**config.mk**
```make
export PLATFORM = sky130hd
export DESIGN_NAME = rf_write_arbiter
export DESIGN_NICKNAME = d
export VERILOG_FILES = /design/src/rtl/rf_write_arbiter.sv
export SDC_FILE = /design/constraint.sdc
export NUM_CORES = 1
export LEC_CHECK = 0
export CAP_MARGIN = 20
export CORE_MARGIN = 5
export CORE_UTILIZATION = 50
export CTS_BUF_LIST = sky130_fd_sc_hd__clkbuf_16
export CTS_CLUSTER_DIAMETER = 150
export DETAILED_ROUTE_END_ITERATION = 8
export PLACE_DENSITY = 0.93
export RECOVER_POWER = 25
export SYNTH_ARGS = -nofsm -noshare
export SYNTH_HDL_FRONTEND = slang
export SYNTH_SLANG_ARGS = --single-unit
```
**constraint.sdc**
```tcl
create_clock -name clk -period 5.55 [get_ports clk]
set_clock_uncertainty 0.05 [all_clocks]
set_input_delay 0.8325 -clock clk [delete_from_list [all_inputs] [get_ports clk]]
set_output_delay 0.8325 -clock clk [all_outputs]
set_load 0.03 [all_outputs]
```
**src/rtl/rf_write_arbiter.sv**
```systemverilog
// Register-file write-port arbiter: pipeline writeback has priority, multicycle results
// are buffered in a FIFO, and a destination scoreboard drives decode stalls.
// Optional RF_ARB_BYPASS_EN: an offered multicycle result writes directly when the port is idle.
module rf_write_arbiter #(
  parameter int unsigned XLEN       = 32,
  parameter int unsigned FIFO_DEPTH = 2
) (
  input  logic                          clk,
  input  logic                          rst,
  input  logic                          pipe_we,
  input  logic [4:0]                    pipe_wa,
  input  logic [XLEN-1:0]               pipe_wd,
  input  logic                          mc_valid,
  output logic                          mc_ready,
  input  logic [4:0]                    mc_wa,
  input  logic [XLEN-1:0]               mc_wd,
  input  logic                          issue_valid,
  input  logic [4:0]                    issue_rd,
  input  logic [4:0]                    rs1,
  input  logic [4:0]                    rs2,
  output logic                          hazard,
  output logic [31:0]                   busy,
  output logic [$clog2(FIFO_DEPTH):0]   fifo_count,
  output logic                          wb_conflict,
  output logic                          rf_we,
  output logic [4:0]                    rf_wa,
  output logic [XLEN-1:0]               rf_wd
);

  localparam int unsigned PW = $clog2(FIFO_DEPTH);
  localparam int unsigned CW = PW + 1;

  logic [4:0]      wa_mem_q [FIFO_DEPTH];
  logic [4:0]      wa_mem_d [FIFO_DEPTH];
  logic [XLEN-1:0] wd_mem_q [FIFO_DEPTH];
  logic [XLEN-1:0] wd_mem_d [FIFO_DEPTH];
  logic [PW-1:0]   rd_ptr_q, rd_ptr_d;
  logic [PW-1:0]   wr_ptr_q, wr_ptr_d;
  logic [CW-1:0]   count_q, count_d;
  logic [31:0]     busy_q, busy_d;
  logic            conflict_q, conflict_d;

  logic            pipe_hit;
  logic            fifo_empty;
  logic            mc_fire;
  logic            pop;
  logic            push;
  logic            byp;
  logic [4:0]      head_wa;

  always_comb begin
    pipe_hit   = pipe_we && (pipe_wa != 5'd0);
    fifo_empty = (count_q == '0);
    head_wa    = wa_mem_q[rd_ptr_q];
    // No look-through: a full FIFO stays not-ready even when it pops this cycle.
    mc_ready   = !rst && (count_q < CW'(FIFO_DEPTH));
    mc_fire    = mc_valid && mc_ready;
    pop        = !rst && !pipe_hit && !fifo_empty;
`ifdef RF_ARB_BYPASS_EN
    byp        = !pipe_hit && fifo_empty && mc_fire;
`else
    byp        = 1'b0;
`endif
    push       = mc_fire && (mc_wa != 5'd0) && !byp;
  end

  always_comb begin
    rf_we = 1'b0;
    rf_wa = '0;
    rf_wd = '0;
    if (rst) begin
      rf_we = 1'b0;
    end else if (pipe_hit) begin
      rf_we = 1'b1;
      rf_wa = pipe_wa;
      rf_wd = pipe_wd;
    end else if (!fifo_empty) begin
      rf_we = 1'b1;
      rf_wa = head_wa;
      rf_wd = wd_mem_q[rd_ptr_q];
    end else if (byp && (mc_wa != 5'd0)) begin
      rf_we = 1'b1;
      rf_wa = mc_wa;
      rf_wd = mc_wd;
    end
  end

  always_comb begin
    wa_mem_d = wa_mem_q;
    wd_mem_d = wd_mem_q;
    if (push) begin
      wa_mem_d[wr_ptr_q] = mc_wa;
      wd_mem_d[wr_ptr_q] = mc_wd;
    end
    wr_ptr_d = wr_ptr_q + PW'(push);
    rd_ptr_d = rd_ptr_q + PW'(pop);
    count_d  = count_q + CW'(push) - CW'(pop);

    // Clears first so that a same-edge issue to the same register wins.
    busy_d = busy_q;
    if (pop) busy_d[head_wa] = 1'b0;
    if (byp) busy_d[mc_wa] = 1'b0;
    if (issue_valid) busy_d[issue_rd] = 1'b1;
    busy_d[0] = 1'b0;

    conflict_d = conflict_q
               | (pipe_hit && busy_q[pipe_wa])
               | (mc_fire && (mc_wa != 5'd0) && !busy_q[mc_wa]);
  end

  always_comb begin
    hazard = ((rs1 != 5'd0) && busy_q[rs1])
           | ((rs2 != 5'd0) && busy_q[rs2])
           | (issue_valid && (issue_rd != 5'd0) && busy_q[issue_rd]);
    busy        = busy_q;
    fifo_count  = count_q;
    wb_conflict = conflict_q;
  end

  always_ff @(posedge clk or posedge rst) begin
    if (rst) begin
      wa_mem_q   <= '{default: '0};
      wd_mem_q   <= '{default: '0};
      rd_ptr_q   <= '0;
      wr_ptr_q   <= '0;
      count_q    <= '0;
      busy_q     <= '0;
      conflict_q <= 1'b0;
    end else begin
      wa_mem_q   <= wa_mem_d;
      wd_mem_q   <= wd_mem_d;
      rd_ptr_q   <= rd_ptr_d;
      wr_ptr_q   <= wr_ptr_d;
      count_q    <= count_d;
      busy_q     <= busy_d;
      conflict_q <= conflict_d;
    end
  end

endmodule

```
Yosys cells after proc, flatten, opt, wreduce, memory -nomap -nowiden
Index checks and enable logic that the tools add are counted.
- multiplexer cells: 37
- bitwise gates (word level): 9
- magnitude comparators: 12
- $add $sub $neg: 4
- reduce and logical (&&, ||, !) cells: 25
- operators by type and width (operator ; number):
    32-bit two-way mux ; 9
    64-bit bitwise mux ; 1
    5-bit by 6-bit less-than comparator with 1-bit output (second input constant) ; 6
    5-bit two-way mux ; 7
    32-bit AND ; 1
    32-bit demux with 1-bit select ; 1
    32-bit NOT ; 1
    32-bit bitwise OR ; 1
    1-bit binary-select mux with 5-bit select ; 5
    5-bit nonzero test ; 5
    1-bit logical AND ; 15
    10-bit bitwise mux ; 1
    1-bit demux with 5-bit select ; 2
    5-bit by 1-bit greater-or-equal comparator with 1-bit output (second input constant) ; 2
    1-bit two-way mux ; 10
    5-bit demux with 1-bit select ; 1
    2-bit greater-or-equal comparator (second input constant) ; 2
    1-bit logical NOT ; 4
    1-bit NOT with 2-bit output ; 2
    1-bit bitwise OR ; 4
    1-bit adder ; 2
    2-bit by 1-bit adder with 2-bit output ; 1
    2-bit logical NOT ; 1
    2-bit by 1-bit less-than comparator with 1-bit output (second input constant) ; 1
    2 further kinds ; 2
- register bits after elaboration: 110
- output and inout bits: 75
- bits of input ports: 94

Logic depth before layout (Yosys ltp)
Gate-level depths: netlist of run 1.
- word-level depth: 13
- mapped depth: 10
- depth with buffers taken out: 9

Worst setup path before layout of run 1
OpenSTA, ideal clock, no wires.
- kind: input to output
- start: input rst
- end: output rf_wa[1]
- arrival time: 4.710 ns
- cell stages on the path: 4
- setup slack: -0.042 ns
- cells stage by stage: clkbuf_1 -> inv_1 -> nand2_1 -> a211oi_1
- longest elaborated chain between the ends: 1
- ends and longest elaborated chain (item ; RTL line ; source):
    start: declaration ; 9 ; input logic rst,
    5-bit two-way mux ; 71 ; if (rst) begin
    end: declaration ; 26 ; output logic [4:0] rf_wa,
Every way passes these cells.

Worst setup path in the final report of run 1
- start: input issue_rd[0]
- end: output hazard
- longest elaborated chain between the ends: 4
- elaborated cells on any way between the ends: 6
- ends and longest elaborated chain (item ; RTL line ; source):
    start: declaration ; 18 ; input logic [4:0] issue_rd,
    1-bit binary-select mux with 5-bit select or 5-bit nonzero test (tied branches) ; 114 ; | (issue_valid && (issue_rd != 5'd0) && busy_q[issue_rd]);
    1-bit two-way mux (not written as such) or 1-bit logical AND (tied branches) ; 114 ;
    1-bit logical AND * ; 114 ;
    1-bit bitwise OR * ; 114 ;
    end: declaration ; 21 ; output logic hazard,
Mark *: on every way between the ends. The rest lies on a longest branch, timed or not. The select of a mux whose other input is x is not followed.

==> impl_metrics.yaml, run 1 <==
sta:
  drv_slew: 43
  tightest_slew_ns: 2.20
  tns_ns: 0
  max_freq_mhz: 206
  rsz0062_at_grt: "false"
  setup_viol: 0
  period_needed_ns: 4.85
  hold_viol: 0
  fin_crit_sh: 0.874
  relSlewSlack: -0.469
  fin_ws_ns: 0.701
placed_design:
  gp_congestion: 0.963
  place_area_sq_um: 8510
  post-dp-hpwl_microns: 13600
  port_buffers: 167
  place_ws_ns: 0.709
worst_setup_path:
  reg2reg_depth: 4
  critPathLaunchType: "primary input"
  regToRegSetupSlack_ns: 2.95
  max_stage_delay_ns: 0.61
  critical_path_class: "in -> out"
  cp_common_cell: "clkdlybuf4s50_1"
  endpoint_kind: "primary output"
  arrival_ns: 3.97
  cp_cell_sequence: "clkdlybuf4s50_1 > buf_4 > mux4_2 > a32o_2 > a2111oi_4 > a21oi_1 > or4_1 > clkdlybuf4s50_1"
  worst_path_max_delay_cell: "clkdlybuf4s50_1"
  rr_startpoint: "rd_ptr_q"
  r2r_end: "busy[4]"
  cp_max_fo: 16
  endpoint: "hazard"
  startpoint: "issue_rd[0]"
  cp.required_ns: 4.67
yosys:
  synth_area_leaders: "dfrtp_1 41%, mux2_2 14%, mux4_2 8.7%"
  seq_area_frac_synth: 0.410
  synth_area_leader_cell: "dfrtp_1"
  synth_area_sq_um: 6720
  yosysTopAreaCellShare: 0.410
  synth_ff_type: "dfrtp_1"
  synthArstFlopShare: 1.00
  synth-edff-count: 0
  syn_nets: 711
  ys_types: 55
  syn-instance-count: 613
  syn_avg_cell_area_sq_um: 11.0
  ys_ff_latch: 110
  ys_warn_count: 0
clock_network:
  cts_root_buffer: "clkbuf_16"
  post-cts-setup-buffers: 0
  clk_pin_slew_ns: 0.07
  holdBufCountCts: 0
  ctsHtreeMaxLevel: 3
  cts_resized: 0
  clock_path_buffers: 2
  cts_tree: "done"
  clkSinkCount: 110
  insertion_delay_ns: 0.34
  cts_buffers: 9
pwr:
  clockPowerShare: 0.133
  p_switching_mw: 1.97
  leakagePower_nw: 3.49
  seqPwrFrac: 0.374
  p_sw_frac: 0.428
  total_power_mw: 4.61
  power_density_nw_per_um2: 523
  p_int_mw: 2.64
  p_comb_frac: 0.494
  peakVddDrop_mv: 0.248
cells_and_area:
  nets: 854
  final_util: 0.667
  area_delta_synth_final_pct: 31.0
  insertedDiodeCount: 0
  layout-drive-gt1-share: 0.187
  final_cell_area_sq_um: 8800
grt:
  overflow: 0
  antenna_found_initial: 0
  first_global_vias: 5946
  grt_max_degree: 69
  grt_pass1_wl_microns: 31000
  grt_usage: 0.241
min_path:
  hp-class: "reg -> reg"
routing:
  wl_microns: 19400
  vias: 5796
  drt_iter0_markers: 413
  avgViaCountPerCell: 6.19
  wl_per_cell_microns: 20.7
  first_pass_iters: 5
  antenna_left: 0
  drc: 0
floorplan:
  ios: 169
  dieHeight_microns: 126
  fp.dieW_microns: 126
  coreArea_sq_um: 13200
  rows: 42
  initial_core_util: 0.509
  die_area_sq_um: 15900
job:
  max-cap-violations: 1
run_status:
  outcome: "finished, violations left"
  violations: "capacitance limit, slew limit"
kinds of logic (layout without fill, tap and decap cells):
logic type / count (synthesis) / in the layout / synth area share
xor gates and xnor gates: 3 / 3 / 0.00391
AOI/OAI and AO/OA: 130 / 130 / 0.113
muxes: 170 / 170 / 0.324
and+or+nand+nor: 141 / 141 / 0.107
other: 1 / 1 / 0.000558
DFF: 110 / 110 / 0.410
adders and majority gates: 4 / 4 / 0.00745
buffers and inverters: 54 / 202 / 0.0335
routing by layer:
layer,GRT usage,up-vias,share of wire
li1,-,2595,-
met1,0.304,2815,0.38
met2,0.402,327,0.49
met3,0.0521,59,0.098
met4,0.107,0,0.034
met5,0,-,0
worst max-delay path, delay by kind of cell:
| kind | cells | cell delay [ns] |
|---|---|---|
| multiplexers | 1 | 0.53 |
| AND/OR/NAND/NOR | 1 | 0.54 |
| AO/OA/AOI/OAI | 3 | 0.77 |
| buffers and inverters | 3 | 1.30 |
cells in the mapped netlist (all sizes together) (5+ instances only):
cell type and instances:
dfrtp 110, mux2 83, o21ai 62, mux2i 58, nor2 46, a21oi 36, nor3 34, clkbuf 31
mux4 29, buf 15, nand2 15, nand3 9, nand3b 9, inv 8, nor2b 6, nand4 5
o31ai 5, or3b 5
area by class of cell:
class | instances | area [sq um]
Clock buffer | 9 | 225
Clock inverter | 7 | 56.3
Fill cell | 959 | 4390
Inverter | 8 | 31.3
Multi-Input combinational cell | 449 | 3740
Sequential cell | 110 | 2750
Tap cell | 176 | 220
Timing Repair Buffer | 178 | 1770
metrics by stage:
stage,hold WS [ns],std cells
floorplan,0.430,613
global placement,0.438,920
detailed placement,0.445,920
CTS,0.462,936
global route,0.469,937
finish,0.459,937
state kept, by name (all words and copies together) (netlist names):
signal       count
wb_conflict      1
wr_ptr_q         1
wd_mem_q        64
busy            31
rd_ptr_q         1
fifo_count       2
wa_mem_q        10
cell usage in the layout (no fill, tap or decap), types with 4 or more instances in the layout:
master / count
inv_6: 4
a21oi_1: 36
clkdlybuf4s50_1: 135
nor2b_1: 6
mux4_2: 26
dfrtp_1: 109
mux2_2: 81
nand3_1: 9
dlygate4sd3_1: 32
nand2_1: 15
o31ai_1: 5
a211oi_1: 4
o21ai_0: 7
a31oi_1: 4
inv_1: 7
nand3b_1: 9
nand4_1: 5
ha_1: 4
o21ai_1: 55
buf_4: 8
nor3_1: 33
clkbuf_16: 9
mux2i_1: 58
nand2b_1: 4
nor2_1: 45
power groups by stage:
stage | Sequential [mW] | Clock, mW | Combinational (mW)
finish | 1.72 | 0.611 | 2.27
global route | 1.77 | 0.650 | 2.44
CTS | 1.71 | 0.619 | 2.30
detailed placement | 1.72 | 0 | 2.29
global placement | 1.69 | 0 | 2.22
floorplan | 1.71 | 0 | 1.40
how the worst min path moves through the flow:
stage	startpoint	endpoint	slack (ns)	cells past startpoint
floorplan	wd_mem_q[62]	wd_mem_q[62]	0.43	1
global placement	wd_mem_q[52]	wd_mem_q[52]	0.44	1
detailed placement	wd_mem_q[63]	wd_mem_q[63]	0.45	1
CTS	wd_mem_q[63]	wd_mem_q[63]	0.46	1
global route	wd_mem_q[63]	wd_mem_q[63]	0.47	1
finish	wd_mem_q[29]	wd_mem_q[29]	0.46	1
No activity file was read; power rests on OpenSTA's default activity.
==> run 2, diff against run 1 <==
SETUP_SLACK_MARGIN = 0.15   (was unset)
==> results of run 2 <==
Final layout, timing and power as in run 1 (identical DEF).
